`config.mk`:
```
export PLATFORM = sky130hd
export DESIGN_NAME = scan_sequencer
export DESIGN_NICKNAME = d
export VERILOG_FILES = /design/src/rtl/scan_sequencer.sv
export SDC_FILE = /design/constraint.sdc
export NUM_CORES = 1
export LEC_CHECK = 0
export CAP_MARGIN = 20
export CORE_UTILIZATION = 30
export DETAILED_ROUTE_END_ITERATION = 8
export PLACE_DENSITY = 0.55
export SLEW_MARGIN = 20
export SYNTH_ARGS = -nofsm -noshare
export SYNTH_HDL_FRONTEND = slang
export SYNTH_SLANG_ARGS = --single-unit
```
`constraint.sdc`:
```
create_clock -name op_clock -period 1.65 [get_ports op_clock]
set_clock_uncertainty 0.05 [all_clocks]
set_input_delay 0.495 -clock op_clock [delete_from_list [all_inputs] [get_ports op_clock]]
set_output_delay 0.495 -clock op_clock [all_outputs]
set_load 0.02 [all_outputs]
```
`src/rtl/scan_sequencer.sv`:
```
// -----------------------------------------------------------------------------
// scan_sequencer
//
// Purpose:
//   Walks an analog multiplexer through NumSensors inputs, one scan per "go".
//   For every sensor it lets the mux settle for SettleCycles+1 clocks, starts
//   the measure channel, waits for the channel to finish and drop its end flag,
//   presents the result to the CPU and waits for the CPU to acknowledge it.
//   After the last sensor a single-cycle scan_done pulse is produced.
//   A CPU abort returns the sequencer to IDLE from any active state.
//
// Parameters:
//   NumSensors   - sensors per scan, 1..32
//   SettleCycles - extra mux settling clocks before each measurement, 0..255
//
// Ports:
//   op_clock   in   block clock, rising edge
//   reset      in   synchronous active-high reset
//   go         in   start one scan (level, honoured only in IDLE)
//   abort      in   terminate the scan in progress
//   meas_end   in   measure channel end-of-measurement flag
//   ack        in   CPU has read the current sensor result
//   sensor_sel out  [4:0] selected sensor index for the mux
//   sensor_en  out  mux enable while a sensor is being handled
//   meas_start out  start level to the measure channel
//   result_rdy out  a sensor result is waiting for ack
//   scan_done  out  one-cycle pulse when the last sensor is acknowledged
//   busy       out  high whenever the sequencer is not IDLE
//
// Every output is a flop loaded from the next-state decode, so outputs change
// on the same edge the FSM enters the state that sets them and there is no
// combinational path from any input to any output.
// -----------------------------------------------------------------------------
module scan_sequencer #(
  parameter int NumSensors   = 8,
  parameter int SettleCycles = 16
) (
  input  logic       op_clock,
  input  logic       reset,
  input  logic       go,
  input  logic       abort,
  input  logic       meas_end,
  input  logic       ack,
  output logic [4:0] sensor_sel,
  output logic       sensor_en,
  output logic       meas_start,
  output logic       result_rdy,
  output logic       scan_done,
  output logic       busy
);

  typedef enum logic [2:0] {
    IDLE    = 3'd0,
    SETTLE  = 3'd1,
    MEAS    = 3'd2,
    RELEASE = 3'd3,
    RESULT  = 3'd4,
    NEXT    = 3'd5
  } state_e;

  localparam logic [4:0] LastIdx    = 5'(NumSensors - 1);
  localparam logic [7:0] SettleLoad = 8'(SettleCycles);

  state_e     state_q, state_d;
  logic [4:0] idx_q, idx_d;
  logic [7:0] settle_q, settle_d;

  logic [4:0] sensor_sel_q;
  logic       sensor_en_q;
  logic       meas_start_q;
  logic       result_rdy_q;
  logic       scan_done_q;
  logic       busy_q;

  logic       last_sensor;

  assign last_sensor = (idx_q == LastIdx);

  // ---------------------------------------------------------------------------
  // Next-state decode
  // ---------------------------------------------------------------------------
  always_comb begin
    state_d  = state_q;
    idx_d    = idx_q;
    settle_d = settle_q;

    case (state_q)
      IDLE: begin
        if (go) begin
          idx_d    = 5'd0;
          settle_d = SettleLoad;
          state_d  = SETTLE;
        end
      end

      SETTLE: begin
        // The counter is checked before it is decremented, so SETTLE always
        // lasts SettleCycles+1 clocks (a single clock when SettleCycles=0).
        if (settle_q == 8'd0) begin
          state_d = MEAS;
        end else begin
          settle_d = settle_q - 8'd1;
        end
      end

      MEAS: begin
        if (meas_end) begin
          state_d = RELEASE;
        end
      end

      RELEASE: begin
        // meas_start is already low here; hold until the channel drops its
        // end flag so the next start is never seen while it is still in END.
        if (!meas_end) begin
          state_d = RESULT;
        end
      end

      RESULT: begin
        if (ack) begin
          state_d = NEXT;
        end
      end

      NEXT: begin
        if (last_sensor) begin
          idx_d   = 5'd0;
          state_d = IDLE;
        end else begin
          idx_d    = idx_q + 5'd1;
          settle_d = SettleLoad;
          state_d  = SETTLE;
        end
      end

      default: begin
        idx_d   = 5'd0;
        state_d = IDLE;
      end
    endcase

    // Abort overrides every other request taken in the same cycle.
    if (abort && (state_q != IDLE)) begin
      idx_d   = 5'd0;
      state_d = IDLE;
    end
  end

  // ---------------------------------------------------------------------------
  // State and registered outputs
  // ---------------------------------------------------------------------------
  always_ff @(posedge op_clock) begin
    if (reset) begin
      state_q      <= IDLE;
      idx_q        <= 5'd0;
      settle_q     <= 8'd0;
      sensor_sel_q <= 5'd0;
      sensor_en_q  <= 1'b0;
      meas_start_q <= 1'b0;
      result_rdy_q <= 1'b0;
      scan_done_q  <= 1'b0;
      busy_q       <= 1'b0;
    end else begin
      state_q      <= state_d;
      idx_q        <= idx_d;
      settle_q     <= settle_d;
      sensor_sel_q <= (state_d == IDLE) ? 5'd0 : idx_d;
      sensor_en_q  <= (state_d == SETTLE) || (state_d == MEAS) ||
                      (state_d == RELEASE) || (state_d == RESULT);
      meas_start_q <= (state_d == MEAS);
      result_rdy_q <= (state_d == RESULT);
      // NEXT is only reachable from RESULT on an un-aborted ack, and NEXT
      // always leaves after one clock, so this is a single-cycle pulse.
      scan_done_q  <= (state_d == NEXT) && (idx_d == LastIdx);
      busy_q       <= (state_d != IDLE);
    end
  end

  assign sensor_sel = sensor_sel_q;
  assign sensor_en  = sensor_en_q;
  assign meas_start = meas_start_q;
  assign result_rdy = result_rdy_q;
  assign scan_done  = scan_done_q;
  assign busy       = busy_q;

endmodule

```
==> results.md, run 1 <==
* Hpwl dp at 2630 microns
* Most common cell after layout, fill and taps aside: buf_4
* Final period utilization at 1.122
* Worst-path maximum fanout at 3
* Die H at 68.43 microns
* Final setup margin at -201.6 ps
* Synth unique cells at 51
* First-pass DRT Iterations at 4
* Ys Warns at 0
* Dominant synthesized flop cell: dfxtp_1
* Antenna-violating nets left at 0
* Share of post-route cells with drive strength above 1 at 0.5050
* CP arrival at 1960 ps
* Uppermost routed layer: met4
* Diodes inserted at 0
* CTS sink cnt at 26
* Max Freq at 540.1 MHz
* Maximum clock insertion buffer count at 2
* Failing checks: negative setup slack
* GRT Overall Usage at 0.1708
* CP max stage delay at 420 ps
* Most frequent cells in the layout: buf_4 (41), dfxtp_1 (17), nor2_1 (14)
* Drt wl/cell at 14.53 microns
* Vias in the first global route at 1308
* Final cell count without fillers at 250
* CTS H-tree depth at 1
* Crit Path Category: flip-flop to flip-flop
* Required @ worst endpoint at 1750 ps
* Syn_area_per_cell at 9.456 sq um
* Starting density of the core at 0.3217
* Chip width at 68.43 microns
* Initial DRC count at 49
* Outcome: finished with violations
* Row count at 23
* Drt drc at 0
* Gate Count Post-Synth at 140
* Initial antenna violation count at 0
* Metal3 WL at 120 microns
* Drt via density at 5.096
* Most used cell, CP: or3_4
* Final hold vios at 0
* HP Class: flip-flop to flip-flop
* Nets@finish at 210
* Slowest CP cell: or3_4
* Root Driver: clkbuf_8
* Core area at 4115 sq um
* Total grt overflow at 0
* Post-place instance area at 1836 sq um
* Tmin final at 1852 ps
* Post-synth ARST share at 0
* IO Port Bufs at 15
* Number of CTS-inserted buffers at 3
* Crit path capture type: flip-flop
* Synth area leader: dfxtp_1
* CTS tree: built
* Post-synthesis sequential area ratio at 0.3932
* Final setup TNS at -1699 ps
* Maxcap violations at 0
* Worst Setup Start Kind: flip-flop
* Worst vdd ir at 0.0007849 V
* Reg clk slew, reported paths at 90 ps
* Final Wtd Congestion at 0.8532
* Final WL at 3633 microns
* CP cell instances: buf_4 > or3_4 > or3_4 > o311ai_4 > o41ai_1
* Yosys reg bits at 26
* Largest cells by area after synthesis: dfxtp_1 (39%), nor2_1 (4.8%), ha_1 (2.8%), a21oi_1 (2.6%), nor2b_1 (2.4%)
* RSZ-0062 raised after global routing: yes
* Relative slew margins at 0.7458
* Leak at 0.9248 nW
* # IOs at 16
* First-pass GRT wire length at 5865 microns
* Syn_nets at 149
* Vias at 1274
* WP buf/inv at 1
* Cell Area, Synth at 1324 sq um
* Post-synth EDFFs at 0
* Wl on met1 at 1560 microns
* Largest net degree at the start of global routing at 16
* Slew @ Worst Pin at 378.5 ps
* Latest clock arrival within the worst-skew pair at 280 ps
* Synth top area share at 0.3932
* Final Max Slew Viols at 0
* Final setup vio count at 16
* Pwr per Cell Area at 1870 nW/um^2
* Layout area overhead at 60.87%
* Post-route cell area at 2130 sq um
* Post-route core utilization at 0.5175
* Wire length on met2 at 1911 microns
* Die Footprint at 4682 sq um
* Placed Instances at 242
* R2r setup slk at -200 ps
* Cell family with most CP delay: simple AND/OR/NAND/NOR gates
[power by group]
part | internal [mW] | switching (mW)
sequential | 0.796 | 0.151
combinational | 1.34 | 1.16
clock | 0.325 | 0.213
total | 2.46 | 1.52
[layout make-up]
class | instances | area, sq um
Inverter | 9 | 33.78
Tap cell | 50 | 62.56
Timing Repair Buffer | 62 | 510.5
Sequential cell | 26 | 534.3
Clock buffer | 3 | 41.29
Clock inverter | 1 | 30.03
Fill cell | 378 | 1986
Multi-Input combinational cell | 99 | 917.1
[routing by layer]
layer / GRT usage / vias up
met2: 0.3002 / 19
met5: 0 / -
met3: 0.04167 / 6
li1: - / 627
met4: 0.06510 / 0
met1: 0.1970 / 622
[worst paths after layout]
kind	start	endpoint	cells after the start
worst max-delay path	settle_q[3]$_SDFFE_PP0P_	settle_q[7]$_SDFFE_PP0P_	5
worst min-delay path	settle_q[4]$_SDFFE_PP0P_	settle_q[4]$_SDFFE_PP0P_	2
worst max register to register	settle_q[3]$_SDFFE_PP0P_	settle_q[7]$_SDFFE_PP0P_	5
worst min register to register	settle_q[4]$_SDFFE_PP0P_	settle_q[4]$_SDFFE_PP0P_	2
[what timing repair did]
action,4_1_cts,5_1_grt
pin swaps,15,11
resized for setup,41,21
endpoints found under the setup margin,31,19
setup buffers,1,5
hold buffers,0,0
[state kept, by name, summed over array words and instances (netlist names)]
signal,count
sensor_sel,5
settle_q,8
meas_start,1
scan_done,1
state_q,3
sensor_en,1
busy,1
idx_q,5
result_rdy,1
[kinds of logic (layout without fill, tap and decap cells)]
kind of cell,Yosys count,in the layout,synth area share
AOI/OAI and AO/OA,34,34,0.2184
xor gates and xnor gates,1,1,0.006617
adders and majority gates,3,3,0.02836
buffers and inverters,15,75,0.05481
DFF,26,26,0.3932
muxes,3,3,0.02646
and+or+nand+nor,58,58,0.2722
[synthesized netlist by cell type, drive strengths merged (2+ instances only)]
master	instances
a21oi	7
a22o	3
a31oi	3
and2	4
buf	4
clkbuf	2
dfxtp	26
ha	3
inv	9
mux2i	2
nand2	7
nand2b	2
nand3	3
nor2	17
nor2b	5
nor3	2
nor3b	2
nor4	2
o22ai	2
o311ai	3
o31ai	3
o41ai	2
or3	3
or4	3
[tightest hold or removal path, cell delays in order, from the launching register on]
cell,delay [ps]
dfxtp_2,360
o41ai_2,50
a31oi_1,60
[per-stage QoR]
stage	setup slack [ps]	power (mW)	hold slack (ps)
4_1_cts	-117.5	3.575	466.2
2_1_floorplan	-57.57	2.010	404.9
3_3_place_gp	-538.9	2.732	421.1
5_1_grt	-249.3	4.223	476.9
3_5_place_dp	-527.1	2.788	445.3
6_report	-201.6	3.982	455.6
Power figures use the tool's default switching activity.
==> inputs of run 2 (changes only) <==
--- a/config.mk
+++ b/config.mk
@@ -7,8 +7,10 @@
 export LEC_CHECK = 0
 export CAP_MARGIN = 20
 export CORE_UTILIZATION = 30
+export CTS_CLUSTER_DIAMETER = 60
 export DETAILED_ROUTE_END_ITERATION = 8
-export PLACE_DENSITY = 0.55
+export GPL_ROUTABILITY_DRIVEN = 0
+export PLACE_DENSITY = 0.49
 export SLEW_MARGIN = 20
 export SYNTH_ARGS = -nofsm -noshare
 export SYNTH_HDL_FRONTEND = slang
==> run 2 against run 1 <==
Effect of this change:
- the run still ends with negative setup slack left
- cell count grew 1.6%
- via count rose by 1.6%
- setup slack better by 43 ps
- clock power up 1%
- routed wire length is 1.4% higher
- critical endpoint unchanged
- sequential power is 1% higher
- core utilization up 1.3 points
- worst hold slack got worse by 15 ps
- first-iteration DRC count grew 59%
==> results.md, run 2 (synthesis results as in run 1) <==
* Tmin final at 1809 ps (-42.97 ps)
* Maxcap violations at 0 (unchanged)
* # fillers at 386 (+2.1%)
* Vias at 1294 (+1.6%)
* Chip width at 68.43 microns (unchanged)
* Largest net degree at the start of global routing at 16 (unchanged)
* Drt wl/cell at 14.50 microns (-0.22%)
* Worst Setup Start Kind: flip-flop
* Final WL at 3683 microns (+1.4%)
* Most frequent cells in the layout: buf_4 (46), nor2_1 (17), dfxtp_1 (15)
* Relative slew margins at 0.6987 (-0.04706)
* Total grt overflow at 0 (unchanged)
* GRT Overall Usage at 0.1627 (-0.008107)
* Max reg flops at 8 (unchanged)
* Max Freq at 552.9 MHz (+2.4%)
* Reg clk slew, reported paths at 100 ps (about the same)
* Vias in the first global route at 1289 (-1.5%)
* Core area at 4115 sq um (unchanged)
* Final setup vio count at 15 (-1)
* HP Class: flip-flop to flip-flop
* Share of post-route cells with drive strength above 1 at 0.5049 (about the same)
* Biggest register: settle_q
* Final setup TNS at -1479 ps (+219.8 ps)
* Most used cell, CP: or3_4
* Failing checks: negative setup slack
* Post-place instance area at 1833 sq um (-0.14%)
* Drt drc at 0 (unchanged)
* Pwr per Cell Area at 1891 nW/um^2 (+1.1%)
* Final period utilization at 1.096 (-0.02604)
* Crit Path Category: flip-flop to flip-flop
* Slew @ Worst Pin at 451.0 ps (+72.49 ps)
* CTS H-tree depth at 1 (unchanged)
* Post-route core utilization at 0.5306 (+0.01307)
* Crit path capture type: flip-flop
* # IOs at 16 (unchanged)
* Final hold vios at 0 (unchanged)
* WP buf/inv at 1 (unchanged)
* Die H at 68.43 microns (unchanged)
* Post-CTS Hold Fix Bufs at 0 (unchanged)
* Final Max Slew Viols at 0 (unchanged)
* CTS tree: built
* Worst-path maximum fanout at 3 (unchanged)
* Starting density of the core at 0.3217 (unchanged)
* IO Port Bufs at 15 (unchanged)
* Initial DRC count at 78 (+59%)
* Worst vdd ir at 0.0005649 V (-28%)
* CP arrival at 1910 ps (-50 ps)
* Root Driver: clkbuf_8
* Post-route cell area at 2183 sq um (+2.5%)
* Leak at 0.9668 nW (+4.5%)
* Antenna-violating nets left at 0 (unchanged)
* Total power at 4.128 mW (+3.7%)
* Nets@finish at 214 (+1.9%)
* Most common cell after layout, fill and taps aside: buf_4
* Outcome: finished with violations
* Layout area overhead at 64.93%
* Required @ worst endpoint at 1760 ps (about the same)
* Cell family with most CP delay: simple AND/OR/NAND/NOR gates
* Row count at 23 (unchanged)
* Slowest CP cell: or3_4
* Hpwl dp at 2621 microns (-0.35%)
* RSZ-0062 raised after global routing: yes
* Diodes inserted at 0 (unchanged)
* CTS sink cnt at 26 (unchanged)
* Number of CTS-inserted buffers at 3 (unchanged)
* Initial antenna violation count at 0 (unchanged)
* Die Footprint at 4682 sq um (unchanged)
* CP cell instances: buf_6 > or3_4 > or3_4 > o311ai_4 > o41ai_2
* Maximum clock insertion buffer count at 2 (unchanged)
* Pre-CTS setup slack at -540.9 ps (-13.82 ps)
* CP max stage delay at 420 ps (about the same)
* Final setup margin at -158.7 ps (+42.97 ps)
* Drt via density at 5.094 (about the same)
* First-pass GRT wire length at 5706 microns (-2.7%)
* First-pass DRT Iterations at 4 (unchanged)
* Latest clock arrival within the worst-skew pair at 270 ps (about the same)
-- run 2: cell types whose count changed in the layout (fill, tap and decap cells not counted), moves of 3 or more --
cell	before	now
buf_4	41	46
inv_1	5	8
inv_2	4	1
nor2_1	14	17
nor2_2	3	0
-- run 2: layout make-up --
cell class / count / area, sq um / area share
Clock buffer: 3 / 41.29 / 0.01891
Multi-Input combinational cell: 99 / 930.9 / 0.4264
Timing Repair Buffer: 66 / 545.5 / 0.2499
Inverter: 9 / 33.78 / 0.01547
Clock inverter: 1 / 30.03 / 0.01375
Tap cell: 50 / 62.56 / 0.02865
Sequential cell: 26 / 539.3 / 0.2470
-- run 2: timing repair --
action                     CTS  global route
gates resized for setup     26            35
setup endpoints to repair   32            24
pin swaps                    9             9
buffers inserted             5             5
-- run 2: path summary, 6_finish.rpt --
path	start	to	slack (ps)	depth (start not counted)
worst min register to register	settle_q[1]$_SDFFE_PP0P_	settle_q[1]$_SDFFE_PP0P_	440	2
worst min-delay path	settle_q[1]$_SDFFE_PP0P_	settle_q[1]$_SDFFE_PP0P_	440	2
worst max-delay path	settle_q[2]$_SDFFE_PP0P_	settle_q[7]$_SDFFE_PP0P_	-160	5
worst max register to register	settle_q[2]$_SDFFE_PP0P_	settle_q[7]$_SDFFE_PP0P_	-160	5
-- run 2: worst register-to-register path: stages (launching register included) --
cell      delay [ps]
dfxtp_2          350
buf_6            110
or3_4            330
or3_4            420
o311ai_4         310
o41ai_2          120
-- run 2: stage by stage --
stage | hold slack [ps] | std cells
after floorplan | 404.9 | 140
after global placement | 422.9 | 240
after detailed placement | 440.0 | 240
after CTS | 462.9 | 249
after global routing | 482.5 | 254
final | 440.6 | 254
-- run 2: routing by layer --
layer	vias to the layer above	GRT usage	part of all wire
met1	633	0.2159	0.47
li1	634	-	-
met3	4	0.02667	0.037
met5	-	0	0
met2	23	0.2757	0.49
met4	0	0.03125	0.0057
-- run 2: power by group --
part,switching [mW],internal (mW),leakage [nW]
clock network,0.219,0.325,0.0357
logic,1.20,1.42,0.714
registers,0.157,0.805,0.217
==> inputs of run 3 (changes only) <==
--- a/config.mk
+++ b/config.mk
@@ -5,12 +5,14 @@
 export SDC_FILE = /design/constraint.sdc
 export NUM_CORES = 1
 export LEC_CHECK = 0
-export CAP_MARGIN = 20
+export CAP_MARGIN = 5
+export CELL_PAD_IN_SITES_DETAIL_PLACEMENT = 1
+export CELL_PAD_IN_SITES_GLOBAL_PLACEMENT = 1
 export CORE_UTILIZATION = 30
 export CTS_CLUSTER_DIAMETER = 60
 export DETAILED_ROUTE_END_ITERATION = 8
 export GPL_ROUTABILITY_DRIVEN = 0
-export PLACE_DENSITY = 0.49
+export PLACE_DENSITY = 0.6
 export SLEW_MARGIN = 20
 export SYNTH_ARGS = -nofsm -noshare
 export SYNTH_HDL_FRONTEND = slang
==> run 3 against run 2 <==
Effect of this change:
- the run still ends with negative setup slack left
- die area is the same
- worst hold slack improved by 15 ps
- routed wire length rose by 21%
- combinational power grew 13%
- sequential power is 3.2% lower
- cell area up 1.8%
- clock-buffer cell count stayed put
- maximum frequency is 3.4% lower
- sequential cell count did not move
- largest cell class unchanged
- highest routed layer unchanged
==> results.md, run 3 (synthesis results as in run 1) <==
* Outcome: finished with violations
* Failing checks: negative setup slack
* Row count at 23 (unchanged)
* RSZ-0062 raised after global routing: yes
* Root Driver: clkbuf_8
* Die H at 68.43 microns (unchanged)
* Metal3 WL at 86 microns (-36%)
* WP buf/inv at 2 (+1)
* Worst hold path depth at 2 (unchanged)
* Initial antenna violation count at 0 (unchanged)
* Number of CTS-inserted buffers at 3 (unchanged)
* CP cell instances: nor4_4 > buf_4 > and4_4 > o221ai_2 > buf_6 > nand2_4 > mux2_4
* Crit path capture type: flip-flop
* Final hold vios at 0 (unchanged)
* Starting density of the core at 0.3217 (unchanged)
* Die Footprint at 4682 sq um (unchanged)
* Diodes inserted at 0 (unchanged)
* Maxcap violations at 0 (unchanged)
* Nets@finish at 217 (+1.4%)
* Final WL at 4444 microns (+21%)
* Crit Path Category: flip-flop to flip-flop
* Final setup vio count at 20 (+5)
* Share of post-route cells with drive strength above 1 at 0.5169 (+0.01201)
* Max Freq at 534.1 MHz (-3.4%)
* Hold path startpoint: settle_q[1]$_SDFFE_PP0P_
* Register-to-Register Path Depth at 7 (+2)
* IO Port Bufs at 15 (unchanged)
* Leak at 0.9894 nW (+2.3%)
* Hold path endpoint: settle_q[1]$_SDFFE_PP0P_
* # IOs at 16 (unchanged)
* Initial DRC count at 51 (-35%)
* R2r setup slk at -220 ps (-60 ps)
* Drt drc at 0 (unchanged)
* GRT Overall Usage at 0.2014 (+0.03866)
* Tmin final at 1872 ps (+63.56 ps)
* Drt wl/cell at 17.29 microns (+19%)
* Wl on met1 at 2031 microns (+18%)
* Most common cell after layout, fill and taps aside: buf_4
* Relative slew margins at 0.7804 (+0.08169)
* Worst vdd ir at 0.0006142 V (+8.7%)
* Latest clock arrival within the worst-skew pair at 280 ps (about the same)
* Reg clk slew, reported paths at 100 ps (about the same)
* Wire length on met2 at 2282 microns (+26%)
* Final setup TNS at -2304 ps (-824.2 ps)
* CP max stage delay at 380 ps (-40 ps)
* HP Class: flip-flop to flip-flop
* First-pass GRT wire length at 6920 microns (+21%)
* Cell family with most CP delay: simple AND/OR/NAND/NOR gates
* Drt via density at 5.230 (+2.7%)
* Reg-to-Reg Start: settle_q[4]$_SDFFE_PP0P_
* Chip width at 68.43 microns (unchanged)
* CTS H-tree depth at 1 (unchanged)
* First-pass DRT Iterations at 4 (unchanged)
* Biggest register: settle_q
* Worst-path maximum fanout at 4 (+1)
* Layout area overhead at 67.86%
* Final Max Slew Viols at 0 (unchanged)
* Core area at 4115 sq um (unchanged)
* Vias in the first global route at 1427 (+11%)
* Uppermost routed layer: met4
* Slowest CP cell: dfxtp_4
* Hpwl dp at 2995 microns (+14%)
* Worst Setup Start Kind: flip-flop
* Slew @ Worst Pin at 328.6 ps (-122.4 ps)
* CTS sink cnt at 26 (unchanged)
* Largest net degree at the start of global routing at 16 (unchanged)
* Post-place instance area at 1823 sq um (-0.55%)
* Max reg flops at 8 (unchanged)
* Pwr per Cell Area at 1997 nW/um^2 (+5.6%)
* Maximum clock insertion buffer count at 2 (unchanged)
* Final setup margin at -222.2 ps (-63.56 ps)
* Vias at 1344 (+3.9%)
* Required @ worst endpoint at 1770 ps (about the same)
* Post-route cell area at 2222 sq um (+1.8%)
* Total grt overflow at 0 (unchanged)
* CP arrival at 1990 ps (+80 ps)
* CTS tree: built
* Most frequent cells in the layout: buf_4 (42), dfxtp_1 (18), nor2_1 (15)
* Antenna-violating nets left at 0 (unchanged)
* Worst reg2reg endpoint: sensor_en$_SDFF_PP0_
* Final period utilization at 1.135 (+0.03852)
==> run 3: repair_timing <==
| action | CTS | global route |
|---|---|---|
| hold buffers | 0 | 0 |
| setup endpoints to repair | 34 | 25 |
| setup buffers | 13 | 5 |
| resized for setup | 43 | 25 |
| pin swaps | 15 | 13 |
==> run 3: where the power goes <==
group / switching (mW) / internal, mW / leakage [nW]
registers: 0.135 / 0.794 / 0.215
logic: 1.38 / 1.59 / 0.739
clock network: 0.217 / 0.325 / 0.0357
total: 1.73 / 2.71 / 0.989
==> run 3: worst max path at each step <==
stage                                         from                        to  slack, ps  cells after the start
after floorplan                idx_q[0]$_SDFF_PP0_      sensor_en$_SDFF_PP0_        -60                      6
after global placement                          go  sensor_sel[3]$_SDFF_PP0_       -510                      7
after detailed placement                        go  sensor_sel[3]$_SDFF_PP0_       -590                      7
after CTS                 settle_q[3]$_SDFFE_PP0P_      sensor_en$_SDFF_PP0_       -190                      7
after global routing      settle_q[4]$_SDFFE_PP0P_      sensor_en$_SDFF_PP0_       -270                      7
final                     settle_q[4]$_SDFFE_PP0P_      sensor_en$_SDFF_PP0_       -220                      7
==> run 3: cell type report <==
| class | count | area (sq um) |
|---|---|---|
| repair buffers | 69 | 603.1 |
| multi-input cells | 99 | 913.4 |
| well taps | 50 | 62.56 |
| inverters | 9 | 38.79 |
| fillers | 459 | 1893 |
| clock buffers | 3 | 41.29 |
| flip-flops and latches | 26 | 533.0 |
| clock inverters | 1 | 30.03 |
==> run 3: metrics by stage <==
stage                     setup slack (ps)  power (mW)  cells  utilization  hold WS (ps)
after floorplan                     -57.57       2.010    140            -         404.9
after global placement              -508.7       2.674    237       0.4430         425.3
after detailed placement            -594.5       2.775    237       0.4430         444.4
after CTS                           -188.6       3.961    253       0.5096         453.6
after global routing                -271.1       4.690    257       0.5400         479.3
final                               -222.2       4.438    257       0.5400         455.8
==> run 3: routing by layer <==
layer,GRT usage,up-vias
met1,0.2550,682
li1,-,645
met5,0,-
met2,0.3603,13
met4,0.03906,0
met3,0.02667,4
==> run 3: tightest hold or removal path, stage by stage, from the launching register on <==
cell and delay [ps]:
dfxtp_2 350, a21oi_2 50, nor2_1 70
